File: src/rtl/array_rw_sched.sv
// array_rw_sched: routes sof..eof bursts from one upstream frame stream to the write or read engine.
// Latency: 1 cycle from sof valid to engine valid (the sof beat waits one IDLE cycle), then 0-cycle pass-through.
// Backpressure: frame_ready mirrors the selected engine's ready in a burst, 0 in WAIT_DONE/GAP and on a held sof.
// Optional feature: define ARRAY_SCHED_WDOG_EN to build the WAIT_DONE watchdog (err_timeout).
module array_rw_sched #(
  parameter int ARRAY_COL_ADDR_WIDTH   = 6,
  parameter int ARRAY_ROW_ADDR_WIDTH   = 16,
  parameter int ARRAY_DATA_WIDTH       = 64,
  parameter int ARRAY_FRAME_DATA_WIDTH = 3 + ARRAY_COL_ADDR_WIDTH + ARRAY_ROW_ADDR_WIDTH + ARRAY_DATA_WIDTH
) (
  input  logic                              clk,
  input  logic                              rst,
  input  logic                              frame_valid,
  input  logic [ARRAY_FRAME_DATA_WIDTH-1:0] frame_data,
  output logic                              frame_ready,
  output logic                              array_wframe_valid,
  output logic [ARRAY_FRAME_DATA_WIDTH-1:0] array_wframe_data,
  input  logic                              array_wframe_ready,
  output logic                              array_wr_start,
  input  logic                              array_wr_done,
  output logic                              array_rframe_valid,
  output logic [ARRAY_FRAME_DATA_WIDTH-1:0] array_rframe_data,
  input  logic                              array_rframe_ready,
  output logic                              array_rd_start,
  input  logic                              array_rd_done,
  input  logic [7:0]                        array_tTA,
  output logic                              sched_busy,
  output logic                              err_proto,
  output logic                              err_timeout
);

  // Frame control bits sit above caddr/raddr/data.
  localparam int RW_BIT  = ARRAY_COL_ADDR_WIDTH + ARRAY_ROW_ADDR_WIDTH + ARRAY_DATA_WIDTH;
  localparam int SOF_BIT = RW_BIT + 1;
  localparam int EOF_BIT = RW_BIT + 2;

  typedef enum logic [2:0] {
    S_IDLE      = 3'd0,
    S_WR_BURST  = 3'd1,
    S_RD_BURST  = 3'd2,
    S_WAIT_DONE = 3'd3,
    S_GAP       = 3'd4
  } state_t;

  state_t     r_state;
  logic       r_rw_flag;     // 1 = current burst is a write
  logic       r_first_beat;  // no beat of the current burst accepted yet
  logic       r_wr_start;
  logic       r_rd_start;
  logic       r_err_proto;
  logic [7:0] r_gap_cnt;

  logic w_in_wr;
  logic w_in_rd;
  logic w_in_burst;
  logic w_beat_rw;
  logic w_beat_sof;
  logic w_beat_eof;
  logic w_sel_rdy;
  logic w_accept;
  logic w_lat_done;
  logic w_oth_done;
  logic w_frame_ready;

  assign w_in_wr    = (r_state == S_WR_BURST);
  assign w_in_rd    = (r_state == S_RD_BURST);
  assign w_in_burst = w_in_wr | w_in_rd;
  assign w_beat_rw  = frame_data[RW_BIT];
  assign w_beat_sof = frame_data[SOF_BIT];
  assign w_beat_eof = frame_data[EOF_BIT];
  assign w_sel_rdy  = w_in_wr ? array_wframe_ready : array_rframe_ready;
  assign w_accept   = w_in_burst & frame_valid & w_sel_rdy;
  assign w_lat_done = r_rw_flag ? array_wr_done : array_rd_done;
  assign w_oth_done = r_rw_flag ? array_rd_done : array_wr_done;

`ifdef ARRAY_SCHED_WDOG_EN
  logic [9:0] r_wdog_cnt;
  logic       r_err_timeout;
  assign err_timeout = r_err_timeout;
`else
  assign err_timeout = 1'b0;
`endif

  // Burst FSM: state, latched direction, start pulses, gap counter and sticky errors.
  always_ff @(posedge clk) begin
    if (rst) begin
      r_state      <= S_IDLE;
      r_rw_flag    <= 1'b0;
      r_first_beat <= 1'b0;
      r_wr_start   <= 1'b0;
      r_rd_start   <= 1'b0;
      r_err_proto  <= 1'b0;
      r_gap_cnt    <= 8'd0;
`ifdef ARRAY_SCHED_WDOG_EN
      r_wdog_cnt    <= 10'd0;
      r_err_timeout <= 1'b0;
`endif
    end else begin
      r_wr_start <= 1'b0;
      r_rd_start <= 1'b0;
      case (r_state)
        S_IDLE: begin
          if (frame_valid) begin
            if (w_beat_sof) begin
              // Hold the sof beat upstream; it is forwarded next cycle with the start pulse.
              r_rw_flag    <= w_beat_rw;
              r_first_beat <= 1'b1;
              r_wr_start   <= w_beat_rw;
              r_rd_start   <= ~w_beat_rw;
              r_state      <= w_beat_rw ? S_WR_BURST : S_RD_BURST;
            end else begin
              // Stray beat outside a burst is consumed and dropped.
              r_err_proto <= 1'b1;
            end
          end
        end
        S_WR_BURST, S_RD_BURST: begin
          if (array_wr_done | array_rd_done) begin
            r_err_proto <= 1'b1;
          end
          if (w_accept) begin
            r_first_beat <= 1'b0;
            if ((w_beat_sof & ~r_first_beat) | (w_beat_rw != r_rw_flag)) begin
              r_err_proto <= 1'b1;
            end
            if (w_beat_eof) begin
              r_state <= S_WAIT_DONE;
`ifdef ARRAY_SCHED_WDOG_EN
              r_wdog_cnt <= 10'd0;
`endif
            end
          end
        end
        S_WAIT_DONE: begin
          if (w_oth_done) begin
            r_err_proto <= 1'b1;
          end
          if (w_lat_done) begin
            if (array_tTA != 8'd0) begin
              r_gap_cnt <= array_tTA;
              r_state   <= S_GAP;
            end else begin
              r_state <= S_IDLE;
            end
          end
`ifdef ARRAY_SCHED_WDOG_EN
          else if (r_wdog_cnt == 10'd1023) begin
            // Engine never answered: give up on this burst without a gap.
            r_err_timeout <= 1'b1;
            r_state       <= S_IDLE;
          end else begin
            r_wdog_cnt <= r_wdog_cnt + 10'd1;
          end
`endif
        end
        S_GAP: begin
          if (r_gap_cnt == 8'd1) begin
            r_gap_cnt <= 8'd0;
            r_state   <= S_IDLE;
          end else begin
            r_gap_cnt <= r_gap_cnt - 8'd1;
          end
        end
        default: r_state <= S_IDLE;
      endcase
    end
  end

  // Upstream ready: follow the selected engine in a burst, swallow stray beats in IDLE.
  always_comb begin
    w_frame_ready = 1'b0;
    if (!rst) begin
      case (r_state)
        S_IDLE:     w_frame_ready = frame_valid & ~w_beat_sof;
        S_WR_BURST: w_frame_ready = array_wframe_ready;
        S_RD_BURST: w_frame_ready = array_rframe_ready;
        default:    w_frame_ready = 1'b0;
      endcase
    end
  end

  assign frame_ready        = w_frame_ready;
  assign array_wframe_valid = w_in_wr & frame_valid;
  assign array_rframe_valid = w_in_rd & frame_valid;
  assign array_wframe_data  = w_in_wr ? frame_data : '0;
  assign array_rframe_data  = w_in_rd ? frame_data : '0;
  assign array_wr_start     = r_wr_start;
  assign array_rd_start     = r_rd_start;
  assign sched_busy         = (r_state != S_IDLE);
  assign err_proto          = r_err_proto;

endmodule

File: config.mk
export PLATFORM = sky130hd
export DESIGN_NAME = array_rw_sched
export DESIGN_NICKNAME = d
export VERILOG_FILES = /design/src/rtl/array_rw_sched.sv
export SDC_FILE = /design/constraint.sdc
export NUM_CORES = 1
export LEC_CHECK = 0
export ABC_AREA = 1
export CAP_MARGIN = 0
export CORE_AREA = 3 3 111 113
export DETAILED_ROUTE_END_ITERATION = 12
export DIE_AREA = 0 0 114 116
export PLACE_DENSITY = 0.62
export SYNTH_ARGS = -nofsm -noshare
export SYNTH_HDL_FRONTEND = slang
export SYNTH_SLANG_ARGS = --single-unit
File: constraint.sdc
create_clock -name clk -period 4.17 [get_ports clk]
set_input_delay 1.251 -clock clk [delete_from_list [all_inputs] [get_ports clk]]
set_output_delay 1.251 -clock clk [all_outputs]
set_load 0.1 [all_outputs]
==> results by stage, run 1 <==
Worst setup path:
- For the worst setup path, the data required time is 2920 ps.
- The cell count of the worst reg-to-reg path is 9.
- STA classifies the critical path startpoint as an input pin.
- The critical register-to-register path startpoint is r_state[0]$_SDFFE_PP0P_.
- The data arrival time of the worst path is 2650 ps.
- The start point of the critical path is frame_valid.
- The internal reg-to-reg setup slack is 2140 ps.
- The top fanout value on the critical path is 6.
- The worst register-to-register path ends at r_state[0]$_SDFFE_PP0P_.
- The element type at the critical path end is a primary output.
- The worst setup path is of the input pin to primary output kind.
- The timing endpoint of the critical path is frame_ready.

Route:
- The remaining antenna violation count is 0.
- In this run, the number of DRC markers left after iteration 0 of detailed routing was 201.
- The first detailed-routing pass ran for 6 iterations.
- The via count is 3877.
- Dividing the detail-routed wire length by the instance count gives 16.5 µm.
- The final routed wirelength across all metal layers is 14900 µm.
- The DRC violation count after routing is 0.
- The post-detailed-route via-to-cell ratio is 4.30.

CTS:
- The largest buffer count on any clock path is 2.
- CTS saw 16 sinks.
- After clock tree synthesis, the clock-pin slew on the worst setup and hold paths is 50 ps.
- The later pin in the worst-skew pair is clocked with a latency of 250 ps.
- The level count of the clock H-tree is 1.
- The number of buffers inserted to repair setup after CTS is 0.
- The library cell used as clock root buffer is clkbuf_16.
- The hold buffer count at CTS is 0.
- Gates resized during post-CTS repair numbered 0.
- TritonCTS built the clock tree.
- The number of buffers created by CTS is 3.

Yosys:
- Yosys mapped a number of flops with a built-in enable equal to 0.
- Each instance of the synthesized netlist takes up on average 4.63 µm².
- Synthesis produced a netlist whose cell count is 481.
- In this run the cell area of the synthesized design comes to 0.00223 mm².
- In this run, distinct cell masters in the synthesized netlist total 27.
- The count of synthesis-stage warnings from yosys is 0.
- The share of the Yosys chip area taken by registers is 0.144.
- The main flop type after synthesis is dfxtp_1.
- After synthesis, the share of flip-flops with an asynchronous set or reset is 0.
- The post-synth net total is 587.
- The synthesized design contains 16 register bits.

Timing:
- For the final database, setup skew stands at 0.960 ps.
- Setup repair after global routing left no endpoint under its margin.
- The final-report max-slew violation count was 0.
- The number of endpoints with negative hold slack in the final report is 0.
- Once routing completed, OpenROAD measured the worst setup slack at 271 ps.
- For the pin with the worst max-slew slack, the measured transition is 1050 ps.
- The final total negative setup slack is 0 ps.
- The normalized max-slew margin is 0.295.
- The setup-violating endpoint count in the final report is 0.
- Based on the critical path, the design can be clocked at up to 256 MHz.
- The time the worst path needs with I/O delays and setup is 3900 ps.
- The ratio of final minimum period to clock period is 0.935.

Layout:
- The sequential cell area is 320 µm².
- The net count of the finished layout is 862.
- The area added between synthesis and finish is 221%.
- The layout has 974 filler cells.
- The footprint of the multi-input gates is 0.00139 mm².
- The fraction of final layout cells with drive strength greater than 1 is 0.269.

Run status:
- The run finished with clean final reports.

Global routing:
- The first global-routing pass estimated 21600 µm of wire.
- The total global routing track utilization is 0.215.
- The pin count of the biggest net entering global routing is 89.
- Summed over all layers, the global routing overflow is 0.
- The number of global-route vias before repair is 3724.
- The initial antenna violation count is 10.

Floorplanning:
- The height of the chip is 116 µm.
- The top-level I/O count is 290.
- The initial core utilization is 0.195.
- The die is 114 µm wide.
- After floorplanning, the core was divided into 39 placement rows.
- In this run the standard cell core region covers 0.0114 mm².
- The die covers 0.0132 mm².

Placed design:
- Routability-driven placement finished with a final weighted congestion of 0.933.
- The HPWL reported at the end of detailed placement is 13300 µm.
- OpenSTA, run right after detailed placement, puts the worst setup slack at 313 ps.
- Input and output buffers added on the ports amount to 288.

Job:
- The reported max-cap violation count is 0.

Worst hold path:
- The kind of path behind the tightest hold check is register to register.
-- state kept, by name, indices dropped and copies added, names as in the netlist --
| name | cells |
|---|---|
| r_state | 3 |
| r_gap_cnt | 8 |
| r_first_beat | 1 |
| err_proto | 1 |
| array_rd_start | 1 |
| r_rw_flag | 1 |
| array_wr_start | 1 |
-- cell families after synthesis --
group                    share of synthesized area
adder cells (fa/ha/maj)                     0.0112
flip-flops                                   0.144
other                                      0.00168
buffers and inverters                        0.243
XOR/XNOR                                    0.0157
AND/OR/NAND/NOR                              0.527
AO/OA/AOI/OAI                               0.0573
-- final cells by class --
class	instances	area share
diodes	4	0.00140
clock buffers	4	0.0124
inverters	118	0.0620
multi-input cells	325	0.194
flip-flops and latches	16	0.0448
well taps	143	0.0250
repair buffers	292	0.661
-- critical path, cell delays in order --
cell	delay [ps]
clkdlybuf4s50_1	560
inv_1	110
o311ai_0	330
nand2_1	90
inv_1	120
buf_12	180
-- how the worst min path moves through the flow --
stage                     slack (ps)                   endpoint                 startpoint  cells past startpoint
after floorplan                  430  r_first_beat$_SDFFE_PP0P_  r_first_beat$_SDFFE_PP0P_                      2
after global placement           450  r_first_beat$_SDFFE_PP0P_  r_first_beat$_SDFFE_PP0P_                      2
after detailed placement         450  r_first_beat$_SDFFE_PP0P_  r_first_beat$_SDFFE_PP0P_                      2
after CTS                        460  r_first_beat$_SDFFE_PP0P_  r_first_beat$_SDFFE_PP0P_                      2
after global routing             500  r_first_beat$_SDFFE_PP0P_  r_first_beat$_SDFFE_PP0P_                      2
final                            470  r_first_beat$_SDFFE_PP0P_  r_first_beat$_SDFFE_PP0P_                      2
-- stage by stage --
step | utilization | instance area (µm²) | instances | hold WS [ps]
6_report | 0.626 | 7150 | 902 | 470
5_1_grt | 0.626 | 7140 | 900 | 499
4_1_cts | 0.625 | 7140 | 898 | 459
3_5_place_dp | 0.617 | 7050 | 894 | 450
3_3_place_gp | 0.617 | 7050 | 894 | 445
2_1_floorplan | - | 2230 | 481 | 426
-- synthesized netlist by cell type, types with 2 or more instances --
library cell / instances / area share
a21oi_1: 8 / 0.018
buf_4: 2 / 0.0067
clkbuf_1: 18 / 0.030
dfxtp_1: 16 / 0.14
ha_1: 2 / 0.011
inv_1: 115 / 0.19
inv_2: 3 / 0.0051
nand2_1: 47 / 0.079
nand2_2: 5 / 0.014
nand3_1: 14 / 0.031
nand3_2: 2 / 0.0090
nand4_1: 5 / 0.014
nor2_1: 219 / 0.37
nor3_1: 2 / 0.0045
o21ai_0: 6 / 0.013
o22ai_1: 4 / 0.011
xor2_1: 3 / 0.012
-- layer usage --
metal,wire length (µm),global-route usage,up-vias
met2,7580,0.398,201
met3,1660,0.0966,34
met5,74,0,-
met1,5170,0.219,1707
li1,-,-,1923
met4,402,0.0570,12
-- placed cells by master (no fill, tap or decap) --
master and n:
nand2_1 47, inv_2 3, nand2_2 5, nand3_4 2
xnor2_1 1, dfxtp_1 16, nor2_1 219, nand4_1 5
nor3_1 2, o211ai_1 1, nor2_2 1, nand3_2 1
nand3_1 13, buf_12 181, o21bai_1 1, diode_2 4
xor2_1 3, buf_4 5, ha_1 2, a21oi_1 8
o21ai_2 1, inv_1 115, o311ai_0 1, conb_1 1
nor4_1 1, clkbuf_16 3, clkbuf_8 1, o22ai_1 4
clkdlybuf4s50_1 106, o21ai_0 6
Power of run 1 is not shown: default switching activity piles up to over one toggle a cycle in this logic, so the estimate is an artifact.
==> run 2: changes to the inputs <==
Settings changed: SETUP_SLACK_MARGIN from default to 0.5.
==> results by stage, run 2 (same netlist as run 1, synthesis figures left out) <==
Run status:
- Run status: completed (unchanged).

Floorplanning:
- The placement row count is 39 (unchanged).
- The top-level I/O count is 290 (unchanged).
- The height of the chip was 116 µm (unchanged).
- The core footprint is 0.0114 mm² (unchanged).
- The die width is 114 µm (unchanged).
- The initial core utilization is 0.195 (unchanged).
- The area of the die came to 0.0132 mm² (unchanged).

CTS:
- The level count of the clock H-tree is 1 (unchanged).
- The clock latency on the worst-skew pair came to 250 ps (about the same).
- The library cell used as clock root buffer is clkbuf_16 (unchanged).
- The hold buffer count at CTS is 0 (unchanged).
- The largest buffer count on any clock path is 2 (unchanged).
- The TritonCTS sink count came to 16 (unchanged).
- The number of buffers created by CTS is 3 (unchanged).
- The clock tree from TritonCTS is built (unchanged).
- The post-CTS clock slew at the launch and capture registers of the worst setup and hold paths is 50 ps (about the same).
- The number of buffers inserted to repair setup after CTS came to 0 (unchanged).

Global routing:
- The initial antenna violation count came to 0 (was 10).
- The number of global-route vias before repair is 4130 (was 3724).
- The pin count of the biggest net entering global routing is 61 (was 89).
- The overflow left after global routing was 0 (unchanged).
- The global-route wire length before repair is 23600 µm (was 21600 µm).
- The total global routing track utilization was 0.232 (was 0.215).

Worst setup path:
- The critical register-to-register path startpoint is r_state[1]$_SDFFE_PP0P_ (was r_state[0]$_SDFFE_PP0P_).
- The critical path required time came to 2920 ps (about the same).
- Cell-by-cell listing of the critical path: clkdlybuf4s50_1, inv_1, nor2_2, buf_12 (was clkdlybuf4s50_1, inv_1, o311ai_0, nand2_1, inv_1, buf_12).
- The data arrival time of the worst path is 2370 ps (was 2650 ps).
- The master of the slowest instance on the critical path is clkdlybuf4s50_1 (unchanged).
- The category of the critical setup timing path was input pin to primary output (unchanged).
- The startpoint type of the worst setup path was an input pin (unchanged).
- The element type at the critical path end is a primary output (unchanged).
- The reg-to-reg endpoint is r_state[2]$_SDFFE_PP0P_ (was r_state[0]$_SDFFE_PP0P_).
- The delay of the slowest cell on the worst path is 550 ps (was 560 ps).
- The internal reg-to-reg setup slack is 2040 ps (was 2140 ps).
- The top fanout value on the critical path is 6 (unchanged).
- The cell count of the worst reg-to-reg path came to 9 (unchanged).
- The start point of the critical path is frame_data[86] (was frame_valid).

Timing:
- The final-report max-slew violation count is 0 (unchanged).
- The final total negative setup slack is 0 ps (unchanged).
- Setup repair after global routing missed its margin: yes (was no).
- The normalized max-slew margin is 0.317 (was 0.295).
- The number of endpoints with negative hold slack in the final report is 0 (unchanged).
- The final setup slack of the worst path was 547 ps (was 271 ps).
- The pin slew with the least headroom to its limit came to 1020 ps (was 1050 ps).
- The ratio of final minimum period to clock period is 0.869 (was 0.935).
- The maximum clock frequency came to 276 MHz (was 256 MHz).
- The worst clock skew on the final layout is 2.50 ps (was 0.960 ps).
- The setup-violating endpoint count in the final report is 0 (unchanged).
- The time the worst path needs with I/O delays and setup is 3620 ps (was 3900 ps).

Placed design:
- The cell count after placement is 896 (was 894).
- The routability congestion estimate is 0.842 (was 0.933).
- The HPWL reported at the end of detailed placement is 13900 µm (was 13300 µm).
- The count of input and output buffers came to 288 (unchanged).
- The post-placement setup slack is 345 ps (was 313 ps).

Route:
- The number of DRC markers in iteration 0 is 265 (was 201).
- The via count is 3816 (was 3877).
- The wire length per cell came to 17.7 µm (was 16.5 µm).
- The final routed wirelength across all metal layers is 15900 µm (was 14900 µm).
- The detailed-routing iteration count for the pre-antenna-repair pass is 4 (was 6).
- The post-detailed-route via-to-cell ratio is 4.24 (was 4.30).
- The DRC violation count after routing is 0 (unchanged).
- The remaining antenna violation count was 0 (unchanged).

Layout:
- The antenna diode count is 0 (was 4).
- The final core utilization was 0.670 (was 0.626).
- The area added between synthesis and finish is 244% (was 221%).
- The number of flip-flops under the largest register name is 8 (unchanged).
- The most frequent standard cell in the layout excluding fill and tap cells is buf_12 (was nor2_1).
- The register ranked first by flip-flop count is r_gap_cnt (unchanged).
- The count of placed standard cells in the final layout, fillers left out was 900 (was 902).
- The fraction of final layout cells with drive strength greater than 1 is 0.513 (was 0.269).
- Most frequent cells in the layout: buf_12 (184), nor2_2 (181), inv_1 (113) (was nor2_1 (219), buf_12 (181), inv_1 (115)).
- Largest registers: r_gap_cnt (8), r_state (3) (unchanged).
- The count of nets after finishing is 864 (was 862).

Worst hold path:
- The beginning of the worst hold path is r_first_beat$_SDFFE_PP0P_ (unchanged).
- The worst hold path cell count is 2 (unchanged).
- The kind of path behind the tightest hold check is register to register (unchanged).
- The end point of the most critical hold path is r_first_beat$_SDFFE_PP0P_ (unchanged).

Job:
- The reported max-cap violation count was 0 (unchanged).
[run 2: changes by cell type in the layout (fill, tap and decap cells not counted), moves of 2 or more]
cell / change
nor2_1: -180
nor2_2: +180
diode_2: -4
buf_12: +3
inv_1: -2
inv_2: +2
[run 2: stage by stage]
stage | hold WS, ps | cell area (µm²)
after global routing | 470 | 7650
after global placement | 436 | 7550
after floorplan | 426 | 2670
after detailed placement | 445 | 7550
final | 461 | 7650
after CTS | 453 | 7640
[run 2: repair_timing]
item / 4_1_cts / 5_1_grt
setup endpoints to repair: 1 / 2
pin swaps: 1 / 0
gates cloned: 0 / 0
gates resized for setup: 5 / 2
[run 2: final cells by class]
type | instances | area, µm²
Inverter | 118 | 443
Sequential cell | 16 | 320
Tap cell | 143 | 179
Clock buffer | 4 | 88.8
Fill cell | 920 | 3770
Multi-Input combinational cell | 325 | 1840
Timing Repair Buffer | 294 | 4770
[run 2: worst max path at each step]
stage,slack (ps),endpoint,depth (start not counted)
floorplan,330,array_rframe_data[86],2
global placement,350,frame_ready,6
detailed placement,350,frame_ready,6
CTS,530,array_rframe_data[86],4
global route,490,array_wframe_data[86],4
finish,550,array_wframe_data[86],4
[run 2: worst max-delay path, delay by kind of cell]
| kind | cells | cell delay (ps) |
|---|---|---|
| buffers and inverters | 3 | 930 |
| and+or+nand+nor | 1 | 190 |
[run 2: layer usage]
layer / vias up / track usage / share of wire
met5: - / 0 / 0
met4: 0 / 0.0198 / 0.0060
met3: 8 / 0.127 / 0.12
met2: 133 / 0.424 / 0.53
met1: 1758 / 0.243 / 0.34
li1: 1917 / - / -
Power of run 2 is left out for the same reason.
